File: src/rtl/mem_port_arbiter.sv
// Arbitrates a fetch port and a data port onto one memory port, data first,
// one transaction at a time, with a bounded wait that aborts a stuck memory.
module mem_port_arbiter #(
    parameter int ADDR_W  = 32,
    parameter int DATA_W  = 32,
    parameter int TIMEOUT = 255
) (
    input  logic              clk,
    input  logic              rst,

    // Requester handshake: req is raised and held until the one-cycle ack.
    // req is only sampled in IDLE, so dropping it after the grant does not
    // cancel the transaction; it still completes and the ack still pulses.
    input  logic              i_req,
    input  logic [ADDR_W-1:0] i_addr,
    output logic              i_ack,
    output logic [DATA_W-1:0] i_rdata,

    input  logic              d_req,
    input  logic              d_rw,
    input  logic [1:0]        d_size,
    input  logic [ADDR_W-1:0] d_addr,
    input  logic [DATA_W-1:0] d_wdata,
    output logic              d_ack,
    output logic [DATA_W-1:0] d_rdata,

    output logic              mem_enable,
    output logic              mem_rw,
    output logic [1:0]        mem_access_size,
    output logic [ADDR_W-1:0] mem_addr,
    output logic [DATA_W-1:0] mem_din,
    input  logic [DATA_W-1:0] mem_dout,
    input  logic              mem_busy,

    output logic              grant_d,
    output logic              timeout_err,
    output logic [1:0]        state_o
);

    localparam int CNT_W = (TIMEOUT < 1) ? 1 : $clog2(TIMEOUT + 1);
    localparam logic [CNT_W-1:0] CNT_LAST = CNT_W'(TIMEOUT - 1);
    localparam logic [1:0] SIZE_WORD = 2'b10;

    typedef enum logic [1:0] {
        IDLE  = 2'd0,
        ISSUE = 2'd1,
        WAIT  = 2'd2,
        RESP  = 2'd3
    } state_t;

    state_t              state_q,   state_d;
    logic [CNT_W-1:0]    cnt_q,     cnt_d;
    logic                grant_d_q, grant_d_d;
    logic [ADDR_W-1:0]   addr_q,    addr_d;
    logic                rw_q,      rw_d;
    logic [1:0]          size_q,    size_d;
    logic [DATA_W-1:0]   wdata_q,   wdata_d;
    logic [DATA_W-1:0]   i_rdata_q, i_rdata_d;
    logic [DATA_W-1:0]   d_rdata_q, d_rdata_d;
    logic                terr_q,    terr_d;

    always_ff @(posedge clk) begin
        if (rst) begin
            state_q   <= IDLE;
            cnt_q     <= '0;
            grant_d_q <= 1'b0;
            addr_q    <= '0;
            rw_q      <= 1'b0;
            size_q    <= '0;
            wdata_q   <= '0;
            i_rdata_q <= '0;
            d_rdata_q <= '0;
            terr_q    <= 1'b0;
        end else begin
            state_q   <= state_d;
            cnt_q     <= cnt_d;
            grant_d_q <= grant_d_d;
            addr_q    <= addr_d;
            rw_q      <= rw_d;
            size_q    <= size_d;
            wdata_q   <= wdata_d;
            i_rdata_q <= i_rdata_d;
            d_rdata_q <= d_rdata_d;
            terr_q    <= terr_d;
        end
    end

    always_comb begin
        state_d   = state_q;
        cnt_d     = cnt_q;
        grant_d_d = grant_d_q;
        addr_d    = addr_q;
        rw_d      = rw_q;
        size_d    = size_q;
        wdata_d   = wdata_q;
        i_rdata_d = i_rdata_q;
        d_rdata_d = d_rdata_q;
        terr_d    = terr_q;

        case (state_q)
            IDLE: begin
                if (d_req) begin
                    grant_d_d = 1'b1;
                    addr_d    = d_addr;
                    rw_d      = d_rw;
                    size_d    = (d_size == 2'b11) ? SIZE_WORD : d_size;
                    wdata_d   = d_wdata;
                    state_d   = ISSUE;
                end else if (i_req) begin
                    grant_d_d = 1'b0;
                    addr_d    = i_addr;
                    rw_d      = 1'b0;
                    size_d    = SIZE_WORD;
                    wdata_d   = '0;
                    state_d   = ISSUE;
                end
            end

            ISSUE: begin
                cnt_d   = '0;
                state_d = WAIT;
            end

            WAIT: begin
                if (!mem_busy) begin
                    // A write ack always returns zero data to the data port.
                    if (grant_d_q) begin
                        d_rdata_d = rw_q ? '0 : mem_dout;
                    end else begin
                        i_rdata_d = mem_dout;
                    end
                    state_d = RESP;
                end else if (cnt_q == CNT_LAST) begin
                    cnt_d  = cnt_q + CNT_W'(1);
                    terr_d = 1'b1;
                    if (grant_d_q) begin
                        d_rdata_d = '0;
                    end else begin
                        i_rdata_d = '0;
                    end
                    state_d = RESP;
                end else begin
                    cnt_d = cnt_q + CNT_W'(1);
                end
            end

            RESP: begin
                state_d = IDLE;
            end

            default: begin
                state_d = IDLE;
            end
        endcase
    end

    assign mem_enable      = (state_q == ISSUE);
    assign i_ack           = (state_q == RESP) && !grant_d_q;
    assign d_ack           = (state_q == RESP) &&  grant_d_q;
    assign i_rdata         = i_rdata_q;
    assign d_rdata         = d_rdata_q;
    assign mem_rw          = rw_q;
    assign mem_access_size = size_q;
    assign mem_addr        = addr_q;
    assign mem_din         = wdata_q;
    assign grant_d         = grant_d_q;
    assign timeout_err     = terr_q;
    assign state_o         = state_q;

endmodule

File: config.mk
export PLATFORM = sky130hd
export DESIGN_NAME = mem_port_arbiter
export DESIGN_NICKNAME = d
export VERILOG_FILES = /design/src/rtl/mem_port_arbiter.sv
export SDC_FILE = /design/constraint.sdc
export NUM_CORES = 1
export LEC_CHECK = 0
export BUFFER_PORTS_ARGS = -buffer_cell sky130_fd_sc_hd__buf_2
export CAP_MARGIN = 20
export CORE_ASPECT_RATIO = 1.5
export CORE_MARGIN = 2
export CORE_UTILIZATION = 40
export DETAILED_ROUTE_END_ITERATION = 12
export PLACE_DENSITY = 0.73
export SYNTH_ARGS = -nofsm -noshare
export SYNTH_HDL_FRONTEND = slang
export SYNTH_SLANG_ARGS = --single-unit
File: constraint.sdc
create_clock -name clk -period 3.7 [get_ports clk]
set_input_delay 0.37 -clock clk [delete_from_list [all_inputs] [get_ports clk]]
set_output_delay 0.37 -clock clk [all_outputs]
set_load 0.05 [all_outputs]
==> run_results.csv, run 1 <==
group,metric,value,unit
outcome,status,"complete, no violations",
clocking,cts_buffers,17,
clocking,clk_pin_slew_worst_paths,70,ps
floorplanning,die_y,154.3,um
synthesis,ys_async_sr_fraction,0,
final_layout,final_cells,1128,
final_layout,fillCellCount,1400,
critical_path,cp_slowest_stage_delay,660,ps
synthesis,ys_ff_latch,143,
power,p_total,0.005749,W
synthesis,yosysTopAreaCellShare,0.4753,
critical_path,crit_path_top_delay_cell,"o21a_2",
global_routing,antenna_found_initial,0,
critical_path,setup.worst_path.end_class,"register",
final_layout,multi_input_area,2818,um^2
synthesis,ys_top_cells_by_area,"dfxtp_1 (48%), a311oi_1 (9.3%), a21oi_1 (8.6%)",
power,power_leakage,3.410,nW
clocking,clockBufferDepth,2,
sta,finalHoldViolCount,0,
placement,gp_congestion,0.7940,
route,vias_per_cell,5.204,
global_routing,grt_pass1_wl,27340,um
synthesis,netlist_top_cells_count,"dfxtp_1 (143), a21oi_1 (104), nand2_1 (104)",
synthesis,synth_cells,683,
power,irDropWorstVdd,349.7,uV
final_layout,nets,1062,
critical_path,critPathMostFrequentCell,"buf_4",
synthesis,synth_cell_types,35,
route,vias,5870,
sta,period_share,0.6509,
route,drtPass1Iterations,4,
route,wl_per_cell,15.01,um
job,cap_violations,0,
final_layout,final_util,0.5430,
floorplanning,rows,54,
route,ant_nets,0,
route,drtIter0Drc,213,
power,powerDensity,722.1,nW/um^2
global_routing,grt_max_degree,98,
floorplanning,initial_core_util,0.4108,
synthesis,synth_top_area_cell,"dfxtp_1",
worst_hold_path,min_path_type,"primary input to register",
synthesis,synth_area,6023,um^2
clocking,cts_resized,0,
sta,fmax,415.2,MHz
critical_path,critPathRequiredTime,4020,ps
placement,dp.cells,1096,
sta,slew_viol_final,0,
synthesis,synth_nets,826,
global_routing,grt_usage,0.2059,
clocking,postCtsSetupBuffers,0,
floorplanning,die_width,104.2,um
sta,rsz0062_at_grt,"no",
clocking,cts_root_buffer,"clkbuf_16",
final_layout,seq_area,2863,um^2
sta,fin_tns_setup,0,ps
sta,setup_viol,0,
synthesis,synth.yosys.seq_area_share,0.4753,
clocking,cts_tree,"yes",
floorplanning,design.core.area,14660,um^2
placement,port_buffers,273,
critical_path,critPathLaunchType,"register",
synthesis,avgSynthCellArea,8.819,um^2
critical_path,critical_path_class,"register to register",
final_layout,n_antenna_cell,0,
critical_path,critPathArrivalTime,2720,ps
sta,tightest_slew,1028,ps
final_layout,syn_to_final_growth,32.18,%
critical_path,cp_max_fo,40,
route,drc_errors,0,
synthesis,synth_most_common_cell,"dfxtp_1",
clocking,htreeDepth,4,
route,postRouteWirelength,16930,um
synthesis,yosys_warnings,0,
clocking,clock_latency,410,ps
global_routing,grt_remaining_overflow,0,
clocking,ctsHoldBuffers,0,
sta,hold_slack,223.6,ps
synthesis,synth-main-ff-cell,"dfxtp_1",
sta,finalCriticalPeriod,2408,ps
placement,dp_hpwl,11510,um
sta,clock_skew,11.90,ps
floorplanning,dieArea,16080,um^2
floorplanning,io_pins,274,
sta,relSlewSlack,0.3146,
global_routing,grt_pass1_vias,5552,
clocking,cts_num_sinks,143,
critical_path,path_cells,"inv_1 -> ha_1 -> buf_4 -> o21a_2 -> buf_4 -> nor2_1 -> a211oi_1",
synthesis,synth-edff-count,0,
final_layout,layout-drive-gt1-share,0.3487,
==> sequential cells by signal, summed over array words and instances (netlist names), 2 cells and up <==
name	count
i_rdata	32
d_rdata	32
state_o	2
mem_addr	32
cnt_q	8
mem_access_size	2
mem_din	32
==> cell usage in the layout, fill, tap and decap left out, drive strengths merged, types with 2 or more instances in the layout <==
master and n:
nand4 5, and2 3, o221ai 2, a211oi 35, ha 7, nor3b 5
dfxtp 143, nand2 104, mux2i 32, nor2b 6, nand3 38, mux2 3
or3 3, clkinvlp 4, clkbuf 19, clkinv 3, buf 285, nor2 40
a21oi 104, nor3 4, a311oi 64, inv 9, o21ai 4
==> layer usage <==
layer,wire [um],vias up,GRT usage
met2,8653,198,0.3603
met3,918,23,0.04635
met1,7037,2665,0.2474
met5,0,-,0
li1,-,2984,-
met4,322,0,0.07400
==> kinds of logic (layout without fill, tap and decap cells) <==
group / count (synthesis) / in the layout / share of synthesized area
and+or+nand+nor: 213 / 213 / 0.1556
adders and majority gates: 7 / 7 / 0.01454
DFF: 143 / 143 / 0.4753
buffers and inverters: 72 / 321 / 0.06024
muxes: 35 / 35 / 0.05879
AOI/OAI and AO/OA: 213 / 213 / 0.2356
==> path summary, 6_finish.rpt <==
path	start	end	slack, ps	depth (start not counted)
worst max-delay path	state_o[1]	mem_addr[20]	1290	7
worst min-delay path	d_wdata[12]	mem_din[12]	220	3
worst max register to register	state_o[1]	mem_addr[20]	1290	7
worst min register to register	mem_din[28]	mem_din[28]	450	2
==> power by group <==
group | switching [W] | internal, W | leakage, nW
Clock | 0.000681 | 0.000938 | 0.263
Combinational | 0.00167 | 0.000544 | 1.98
Sequential | 0.000135 | 0.00179 | 1.17
==> per-stage QoR <==
| step | setup WS, ps | cell area (um^2) |
|---|---|---|
| after global routing | 1099 | 7961 |
| after global placement | 1344 | 7400 |
| after floorplan | 1700 | 6023 |
| after detailed placement | 1289 | 7400 |
| final | 1292 | 7961 |
| after CTS | 1278 | 7961 |
==> critical path, delay by kind of cell (launching register included) <==
family          cells  cell delay (ps)
fa+ha+maj           1              180
flops               1              340
compound gates      2              870
buf+inv             3              850
simple gates        1               70
==> final cells by class <==
type,instances,area share
well taps,196,0.03080
flip-flops and latches,143,0.3596
repair buffers,285,0.1832
clock buffers,19,0.05438
clock inverters,13,0.01619
inverters,4,0.001886
multi-input cells,468,0.3539
Power figures use the tool's default switching activity.
==> run 2: changes to the inputs <==
- PLACE_DENSITY: 0.73 -> 0.76
- clock period: 3.7 -> 2 ns (I/O delays scaled with it)
==> run 2 against run 1 <==
Effect of this change: critical path depth down 1; clock power grew 82%; count of clock-buffer cells in the layout shrank 1; sequential power increased by 85%; non-clock buffer count rose by 5; die area is the same; sequential share of layout area down 0.40 points; sequential cell count unchanged; utilization grew 0.61 points; clock skew shrank 1.7 ps; worst setup slack got worse by 1100 ps; fmax increased by 33%; critical endpoint is now d_rdata[22]; largest cell class unchanged; largest power group unchanged.
==> run_results.csv, run 2 (synthesis gave the netlist of run 1 again) <==
group,metric,value,unit
clocking,cts_root_buffer,"clkbuf_16",
job,cap_violations,0,
global_routing,grt_max_degree,68,
clocking,htreeDepth,4,
critical_path,cp_max_fo,32,
sta,relSlewSlack,0.6526,
route,vias_per_cell,5.242,
floorplanning,rows,54,
worst_hold_path,whs_path_depth,3,
floorplanning,io_pins,274,
critical_path,reg2reg_slack,200,ps
power,powerDensity,1321,nW/um^2
critical_path,setup.worst_path.end_class,"register",
final_layout,final_cells,1133,
worst_hold_path,worstHoldStart,"d_wdata[26]",
route,wl_per_cell,14.68,um
sta,tightest_slew,521.2,ps
critical_path,critPathLaunchType,"register",
placement,placed_cell_area,7500,um^2
clocking,cts_tree,"yes",
placement,dp.cells,1101,
final_layout,layout-drive-gt1-share,0.3533,
clocking,cts_num_sinks,143,
route,vias,5939,
placement,port_buffers,273,
critical_path,reg2reg_to,"d_rdata[22]",
floorplanning,design.core.area,14660,um^2
floorplanning,die_y,154.3,um
worst_hold_path,min_to,"mem_din[26]",
route,drtPass1Iterations,5,
global_routing,grt_usage,0.2021,
sta,finalHoldViolCount,0,
global_routing,grt_remaining_overflow,0,
route,postRouteWirelength,16630,um
global_routing,grt_pass1_wl,26830,um
sta,clock_skew,10.22,ps
power,power_leakage,3.449,nW
placement,gp_congestion,0.8390,
sta,slew_viol_final,0,
sta,period_share,0.9020,
route,ant_nets,0,
outcome,status,"complete, no violations",
clocking,clockBufferDepth,2,
critical_path,critical_path_class,"register to register",
final_layout,nets,1067,
clocking,postCtsSetupBuffers,0,
global_routing,grt_pass1_vias,5485,
sta,fin_tns_setup,0,ps
final_layout,n_antenna_cell,0,
critical_path,critPathArrivalTime,2120,ps
critical_path,critPathRequiredTime,2310,ps
sta,setup_viol,0,
worst_hold_path,min_path_type,"primary input to register",
floorplanning,initial_core_util,0.4108,
final_layout,layout_commonest_cell,"buf_2",
power,p_total,0.01064,W
sta,fmax,554.3,MHz
global_routing,antenna_found_initial,0,
floorplanning,die_width,104.2,um
clocking,clk_pin_slew_worst_paths,70,ps
final_layout,syn_to_final_growth,33.67,%
power,irDropWorstVdd,1006,uV
clocking,ctsHoldBuffers,0,
clocking,clock_latency,420,ps
sta,rsz0062_at_grt,"no",
final_layout,final_area,8051,um^2
final_layout,final_util,0.5492,
route,drc_errors,0,
placement,dp_hpwl,11560,um
clocking,cts_buffers,17,
critical_path,reg2reg_from,"state_o[0]",
sta,finalCriticalPeriod,1804,ps
route,drtIter0Drc,271,
critical_path,rr_worst_depth,6,
clocking,cts_resized,0,
final_layout,fillCellCount,1394,
floorplanning,dieArea,16080,um^2
final_layout,layout_common_cells,"buf_2 (272), dfxtp_1 (143), nand2_1 (104), a21oi_1 (104), a311oi_1 (64)",
==> run 2: changes by cell type in the layout (fill, tap and decap cells not counted) <==
cell,change
buf_12,+5
inv_8,+3
bufinv_16,-1
clkbuf_1,-1
clkinv_4,-1
clkinvlp_4,+1
inv_6,-1
==> run 2: where the power goes <==
part | internal (W) | switching (W)
Combinational | 0.00108 | 0.00306
Clock | 0.00163 | 0.00132
Sequential | 0.00330 | 0.000246
Total | 0.00600 | 0.00463
==> run 2: area by class of cell <==
| type | count | area (um^2) | share of cell area |
|---|---|---|---|
| timing repair buffer | 290 | 1559 | 0.1936 |
| multi-input combinational | 468 | 2818 | 0.3500 |
| inverter | 4 | 15.01 | 0.001865 |
| tap | 196 | 245.2 | 0.03046 |
| clock buffer | 18 | 429.2 | 0.05330 |
| sequential | 143 | 2863 | 0.3556 |
| clock inverter | 14 | 122.6 | 0.01523 |
==> run 2: how the worst max path moves through the flow <==
stage,from,to,slack (ps),cells past startpoint
2_1_floorplan,state_o[0],cnt_q[4],20,4
3_3_place_gp,state_o[0],i_rdata[25],340,6
3_5_place_dp,state_o[0],d_rdata[22],250,6
4_1_cts,state_o[0],d_rdata[22],210,6
5_1_grt,state_o[0],i_rdata[27],20,6
6_report,state_o[0],d_rdata[22],200,6
==> run 2: critical path, cell delays in order (launching register included) <==
cell and delay (ps):
dfxtp_1 400, inv_1 120, ha_1 270, buf_4 170
and2_1 150, buf_4 240, a311oi_1 330
==> run 2: per-stage QoR <==
step           hold slack (ps)  setup slack, ps
2_1_floorplan            351.9            23.29
3_3_place_gp             435.4            336.7
3_5_place_dp             439.7            252.5
4_1_cts                  30.18            208.8
5_1_grt                  32.29            22.60
6_report                 44.78            196.0
==> run 2: layer usage <==
| layer | track usage | part of all wire | up-vias |
|---|---|---|---|
| met4 | 0.09653 | 0.029 | 0 |
| met2 | 0.3430 | 0.50 | 236 |
| met3 | 0.04762 | 0.064 | 37 |
| li1 | - | - | 2987 |
| met1 | 0.2405 | 0.40 | 2679 |
| met5 | 0 | 0 | - |
